## config.mk

```make
export PLATFORM = sky130hd
export DESIGN_NAME = cmp_search_ctrl
export DESIGN_NICKNAME = d
export VERILOG_FILES = /design/src/rtl/cmp_search_ctrl.sv
export SDC_FILE = /design/constraint.sdc
export NUM_CORES = 1
export LEC_CHECK = 0
export CORE_MARGIN = 1
export CORE_UTILIZATION = 49
export DETAILED_ROUTE_END_ITERATION = 8
export PLACE_DENSITY = 0.7
export SLEW_MARGIN = 20
export SYNTH_ARGS = -nofsm -noshare
export SYNTH_HDL_FRONTEND = slang
export SYNTH_SLANG_ARGS = --single-unit
```

## constraint.sdc

```tcl
create_clock -name clk -period 3.69 [get_ports clk]
set_clock_uncertainty 0.15 [all_clocks]
set_input_delay 1.107 -clock clk [delete_from_list [all_inputs] [get_ports clk]]
set_output_delay 1.107 -clock clk [all_outputs]
set_load 0.01 [all_outputs]
```

## src/rtl/cmp_search_ctrl.sv

```systemverilog
// Binary-search master for an external combinational magnitude comparator.
// It drives the comparator's "a" operand and narrows [lo, hi] until the comparator reports a match.
module cmp_search_ctrl #(
    parameter int WIDTH = 4
) (
    input  logic             clk,
    input  logic             rst,
    input  logic             start,
    input  logic             cmp_higher,
    input  logic             cmp_lower,
    input  logic             cmp_same,
    output logic [0:WIDTH-1] guess,
    output logic             busy,
    output logic             done,
    output logic             err,
    output logic [0:WIDTH-1] result,
    output logic [7:0]       steps
);

    localparam logic [1:0] ST_IDLE  = 2'd0;
    localparam logic [1:0] ST_PROBE = 2'd1;
    localparam logic [1:0] ST_DONE  = 2'd2;
    localparam logic [1:0] ST_ERR   = 2'd3;

    localparam logic [0:WIDTH-1] ZERO_VAL = {WIDTH{1'b0}};
    localparam logic [0:WIDTH-1] ONE_VAL  = {{(WIDTH-1){1'b0}}, 1'b1};
    localparam logic [0:WIDTH-1] MAX_VAL  = {WIDTH{1'b1}};

    // Midpoint with a spare bit so the span can never overflow.
    function automatic logic [0:WIDTH-1] mid(input logic [0:WIDTH-1] l, input logic [0:WIDTH-1] h);
        logic [WIDTH:0] span_v;
        logic [WIDTH:0] sum_v;
        span_v = {1'b0, h} - {1'b0, l};
        sum_v  = {1'b0, l} + (span_v >> 1);
        return sum_v[WIDTH-1:0];
    endfunction

    logic [1:0]       state_r;
    logic [1:0]       state_s;
    logic [0:WIDTH-1] guess_r;
    logic [0:WIDTH-1] guess_s;
    logic [0:WIDTH-1] lo_r;
    logic [0:WIDTH-1] lo_s;
    logic [0:WIDTH-1] hi_r;
    logic [0:WIDTH-1] hi_s;
    logic [0:WIDTH-1] result_r;
    logic [0:WIDTH-1] result_s;
    logic [7:0]       steps_r;
    logic [7:0]       steps_s;
    logic             busy_r;
    logic             done_r;
    logic             err_r;
    logic [2:0]       flags_s;

    assign flags_s = {cmp_same, cmp_higher, cmp_lower};

    // Next-state and datapath update for one probe per cycle.
    always_comb begin
        state_s  = state_r;
        guess_s  = guess_r;
        lo_s     = lo_r;
        hi_s     = hi_r;
        result_s = result_r;
        steps_s  = steps_r;
        case (state_r)
            ST_IDLE, ST_DONE, ST_ERR: begin
                if (start) begin
                    state_s = ST_PROBE;
                    lo_s    = ZERO_VAL;
                    hi_s    = MAX_VAL;
                    guess_s = mid(ZERO_VAL, MAX_VAL);
                    steps_s = 8'd0;
                end else begin
                    state_s = state_r;
                end
            end
            ST_PROBE: begin
                steps_s = steps_r + 8'd1;
                case (flags_s)
                    3'b100: begin
                        result_s = guess_r;
                        state_s  = ST_DONE;
                    end
                    3'b010: begin
                        // guess==lo means the target would lie below the window: inconsistent.
                        if (guess_r == lo_r) begin
                            state_s = ST_ERR;
                        end else begin
                            hi_s    = guess_r - ONE_VAL;
                            guess_s = mid(lo_r, guess_r - ONE_VAL);
                        end
                    end
                    3'b001: begin
                        if (guess_r == hi_r) begin
                            state_s = ST_ERR;
                        end else begin
                            lo_s    = guess_r + ONE_VAL;
                            guess_s = mid(guess_r + ONE_VAL, hi_r);
                        end
                    end
                    default: begin
                        state_s = ST_ERR;
                    end
                endcase
            end
            default: begin
                state_s = ST_IDLE;
            end
        endcase
    end

    // State and output registers; status flags are decoded from the next state.
    always_ff @(posedge clk) begin
        if (rst) begin
            state_r  <= ST_IDLE;
            guess_r  <= ZERO_VAL;
            lo_r     <= ZERO_VAL;
            hi_r     <= MAX_VAL;
            result_r <= ZERO_VAL;
            steps_r  <= 8'd0;
            busy_r   <= 1'b0;
            done_r   <= 1'b0;
            err_r    <= 1'b0;
        end else begin
            state_r  <= state_s;
            guess_r  <= guess_s;
            lo_r     <= lo_s;
            hi_r     <= hi_s;
            result_r <= result_s;
            steps_r  <= steps_s;
            busy_r   <= (state_s == ST_PROBE);
            done_r   <= (state_s == ST_DONE);
            err_r    <= (state_s == ST_ERR);
        end
    end

    assign guess  = guess_r;
    assign busy   = busy_r;
    assign done   = done_r;
    assign err    = err_r;
    assign result = result_r;
    assign steps  = steps_r;

    cmp_search_ctrl_chk #(.WIDTH(WIDTH)) u_chk (
        .clk      (clk),
        .rst      (rst),
        .in_probe (state_r == ST_PROBE),
        .busy     (busy_r),
        .done     (done_r),
        .err      (err_r),
        .lo       (lo_r),
        .hi       (hi_r),
        .guess    (guess_r),
        .steps    (steps_r)
    );

endmodule

// Invariant checker: window ordering, guess containment, probe bound, exclusive status.
module cmp_search_ctrl_chk #(
    parameter int WIDTH = 4
) (
    input logic             clk,
    input logic             rst,
    input logic             in_probe,
    input logic             busy,
    input logic             done,
    input logic             err,
    input logic [0:WIDTH-1] lo,
    input logic [0:WIDTH-1] hi,
    input logic [0:WIDTH-1] guess,
    input logic [7:0]       steps
);

    localparam logic [7:0] MAX_STEPS = 8'(WIDTH + 1);

    // Sample invariants on every active edge outside reset.
    always_ff @(posedge clk) begin
        if (!rst) begin
            assert ($onehot0({busy, done, err}));
            assert (steps <= MAX_STEPS);
            if (in_probe) begin
                assert (lo <= hi);
                assert ((guess >= lo) && (guess <= hi));
            end
        end
    end

endmodule

```

==> impl_metrics.py <==
metrics = {
    "timing": {
        "holdWs_ps": 339,
        "fin_crit_sh_pct": 91.1,
        "max_freq_mhz": 297,
        "hold_viol": 0,
        "final.min_clock_period_ps": 3360,
        "fin_setup_tns_ps": 0,
        "final-setup-viol-count": 0,
        "rsz0062_at_grt": "false",
        "maxSlewViolCount": 0,
        "worstMarginPinSlew_ps": 798,
        "timing.slew.headroom_pct": 46.3,
    },
    "cells_and_area": {
        "fin_util_pct": 62.8,
        "area_growth_pct": 21.1,
        "layout_common_cells": "nor2_1, dfxtp_1, clkdlybuf4s50_1, ha_1",
        "multi_input_area_um2": 1270,
        "register_area_um2": 581,
        "drive_gt1_share_pct": 8.54,
        "final_common_cell": "nor2_1",
        "fin_nets": 270,
        "nFillCells": 346,
        "antenna_cells": 0,
    },
    "die": {
        "core_area_um2": 3740,
        "io_pins": 25,
        "die_area_um2": 4220,
        "initial_core_util_pct": 51.9,
        "die_h_um": 65.0,
        "die_w_um": 65.0,
        "rows": 22,
    },
    "global_routing": {
        "antenna_found_initial": 0,
        "grt_max_degree": 19,
        "first_global_vias": 1480,
        "grt_overflow": 0,
        "grt_use_total_pct": 22.5,
        "grt_pass1_wl_um": 7110,
    },
    "hold_path": {
        "hold_class": "reg -> reg",
    },
    "outcome": {
        "status": "finished, final reports clean",
    },
    "clock_tree": {
        "root_buffer": "clkbuf_8",
        "clock_latency_ps": 290,
        "cts_hold_buf": 0,
        "postCtsSetupBuffers": 0,
        "path_clk_slew_ps": 70,
        "ctsResizeCount": 0,
        "h-tree-depth": 2,
        "clock_tree.buffer_depth": 2,
        "cts_buffers": 5,
        "cts_tree": "done",
        "clock-sinks": 29,
    },
    "synth": {
        "synth_edf_count": 0,
        "netlist_area_um2": 1940,
        "synth.distinct_cells": 45,
        "synth.area.top_cells": "dfxtp_1, ha_1, nor2_1",
        "seq_area_frac_synth_pct": 29.9,
        "dominantRegCellSynth": "dfxtp_1",
        "synth.avg_cell_area_um2": 8.87,
        "yosys_register_bits": 29,
        "syn-num-nets": 244,
        "ys_warn_count": 0,
        "synth_top_area_share_pct": 29.9,
        "synthesis.instances": 219,
        "yosys.area.top_type": "dfxtp_1",
        "async_flop_share_pct": 0,
    },
    "worst_setup_path": {
        "cp.required_ps": 3720,
        "crit_type": "reg -> reg",
        "cp_max_fo": 5,
        "start_kind": "register",
        "end_kind": "register",
        "arrival_ps": 3400,
    },
    "pwr": {
        "power_frac_seq_pct": 33.7,
        "ir_drop_uv": 193,
        "power_density_nw_per_um2": 429,
        "internal-power_uw": 692,
        "switching_power_uw": 317,
        "power.share.switching_pct": 31.4,
        "p_leak_uw": 0.000950,
        "pwr-share-comb_pct": 31.8,
        "pwr-share-clk_pct": 34.5,
    },
    "drt": {
        "drt_pass1_iterations": 4,
        "drtIter0Drc": 76,
        "wl_um": 4390,
        "post_drt_wl_per_cell_um": 14.9,
        "vias_per_cell": 5.54,
        "antenna_left": 0,
        "drc_errors": 0,
        "vias": 1628,
    },
    "placed_design": {
        "dpl.hpwl_um": 3280,
        "io_buffers": 24,
        "gp_congestion": 0.823,
    },
    "job": {
        "maxCapViolCount": 0,
    },
}
cell usage after synthesis, types with 3 or more instances:
master,count
a21o_1,5
a21oi_1,13
a22oi_1,3
a311oi_1,5
and3_1,4
buf_2,3
clkbuf_1,6
dfxtp_1,29
fa_1,4
ha_1,15
inv_1,12
mux2i_1,6
nand2_1,13
nand2b_1,5
nand3_1,4
nor2_1,30
nor2b_1,4
nor3_1,4
o21ai_0,5
o21bai_1,3
xnor2_1,7
xor2_1,12
path summary, 6_finish.rpt:
kind                                              end  slack, ps  cells past startpoint                   from
worst max-delay path            guess[0]$_SDFFE_PP0P_        330                     13  guess[3]$_SDFFE_PP0P_
worst min-delay path            steps[7]$_SDFFE_PP0P_        340                      1  steps[7]$_SDFFE_PP0P_
worst max register to register  guess[0]$_SDFFE_PP0P_        330                     13  guess[3]$_SDFFE_PP0P_
worst min register to register  steps[7]$_SDFFE_PP0P_        340                      1  steps[7]$_SDFFE_PP0P_
worst max-delay path, cell delays in order, from the launching register on:
cell and delay (ps):
dfxtp_1 330, inv_1 100, ha_1 370, inv_1 170, fa_1 480, xnor2_1 160, xnor2_1 210, ha_1 280
a21oi_1 150, o31a_1 140, o32ai_1 70, a221oi_1 300, xnor2_1 130, o31ai_1 220
per-layer routing:
| metal | routed length, um | part of all wire (%) | track usage (%) | vias to the layer above |
|---|---|---|---|---|
| met2 | 2040 | 47 | 37.2 | 32 |
| met3 | 202 | 4.6 | 4.75 | 6 |
| met1 | 2090 | 48 | 28.2 | 773 |
| li1 | - | - | - | 817 |
| met4 | 50 | 1.1 | 8.89 | 0 |
| met5 | 0 | 0 | 0 | - |
metrics by stage:
stage	instance area [um^2]	power, uW	setup WS (ps)	instances
3_3_place_gp	2230	660	460	286
2_1_floorplan	1940	584	457	219
4_1_cts	2350	1010	323	294
3_5_place_dp	2230	666	388	286
6_report	2350	1010	328	294
5_1_grt	2350	1070	40.3	294
kinds of logic (layout without fill, tap and decap cells):
logic type | after synthesis | after routing | synth area share (%)
AND/OR/NAND/NOR | 73 | 73 | 19.0
XOR/XNOR | 21 | 21 | 10.6
adder cells (fa/ha/maj) | 20 | 20 | 14.4
buffers and inverters | 22 | 49 | 4.83
flip-flops | 29 | 29 | 29.9
multiplexers | 8 | 8 | 4.25
AO/OA/AOI/OAI | 46 | 46 | 17.1
area by class of cell:
class	instances	area share, %
clock inverter	2	1.60
timing repair buffer	29	11.8
clock buffer	6	3.51
multi-input combinational	168	53.9
inverter	12	1.92
tap	48	2.55
sequential	29	24.7
power groups by stage:
stage | clock, uW | combinational, uW | sequential, uW
2_1_floorplan | 0 | 240 | 345
3_3_place_gp | 0 | 314 | 346
3_5_place_dp | 0 | 319 | 347
4_1_cts | 352 | 322 | 340
5_1_grt | 373 | 357 | 341
6_report | 348 | 321 | 340
sequential cells by signal, summed over array words and instances, names as in the netlist:
register and cells:
guess 4, result 4, steps 8, state_r 2, busy 1, hi_r 4, lo_r 4, err 1
done 1
(Power assumes the default switching activity.)
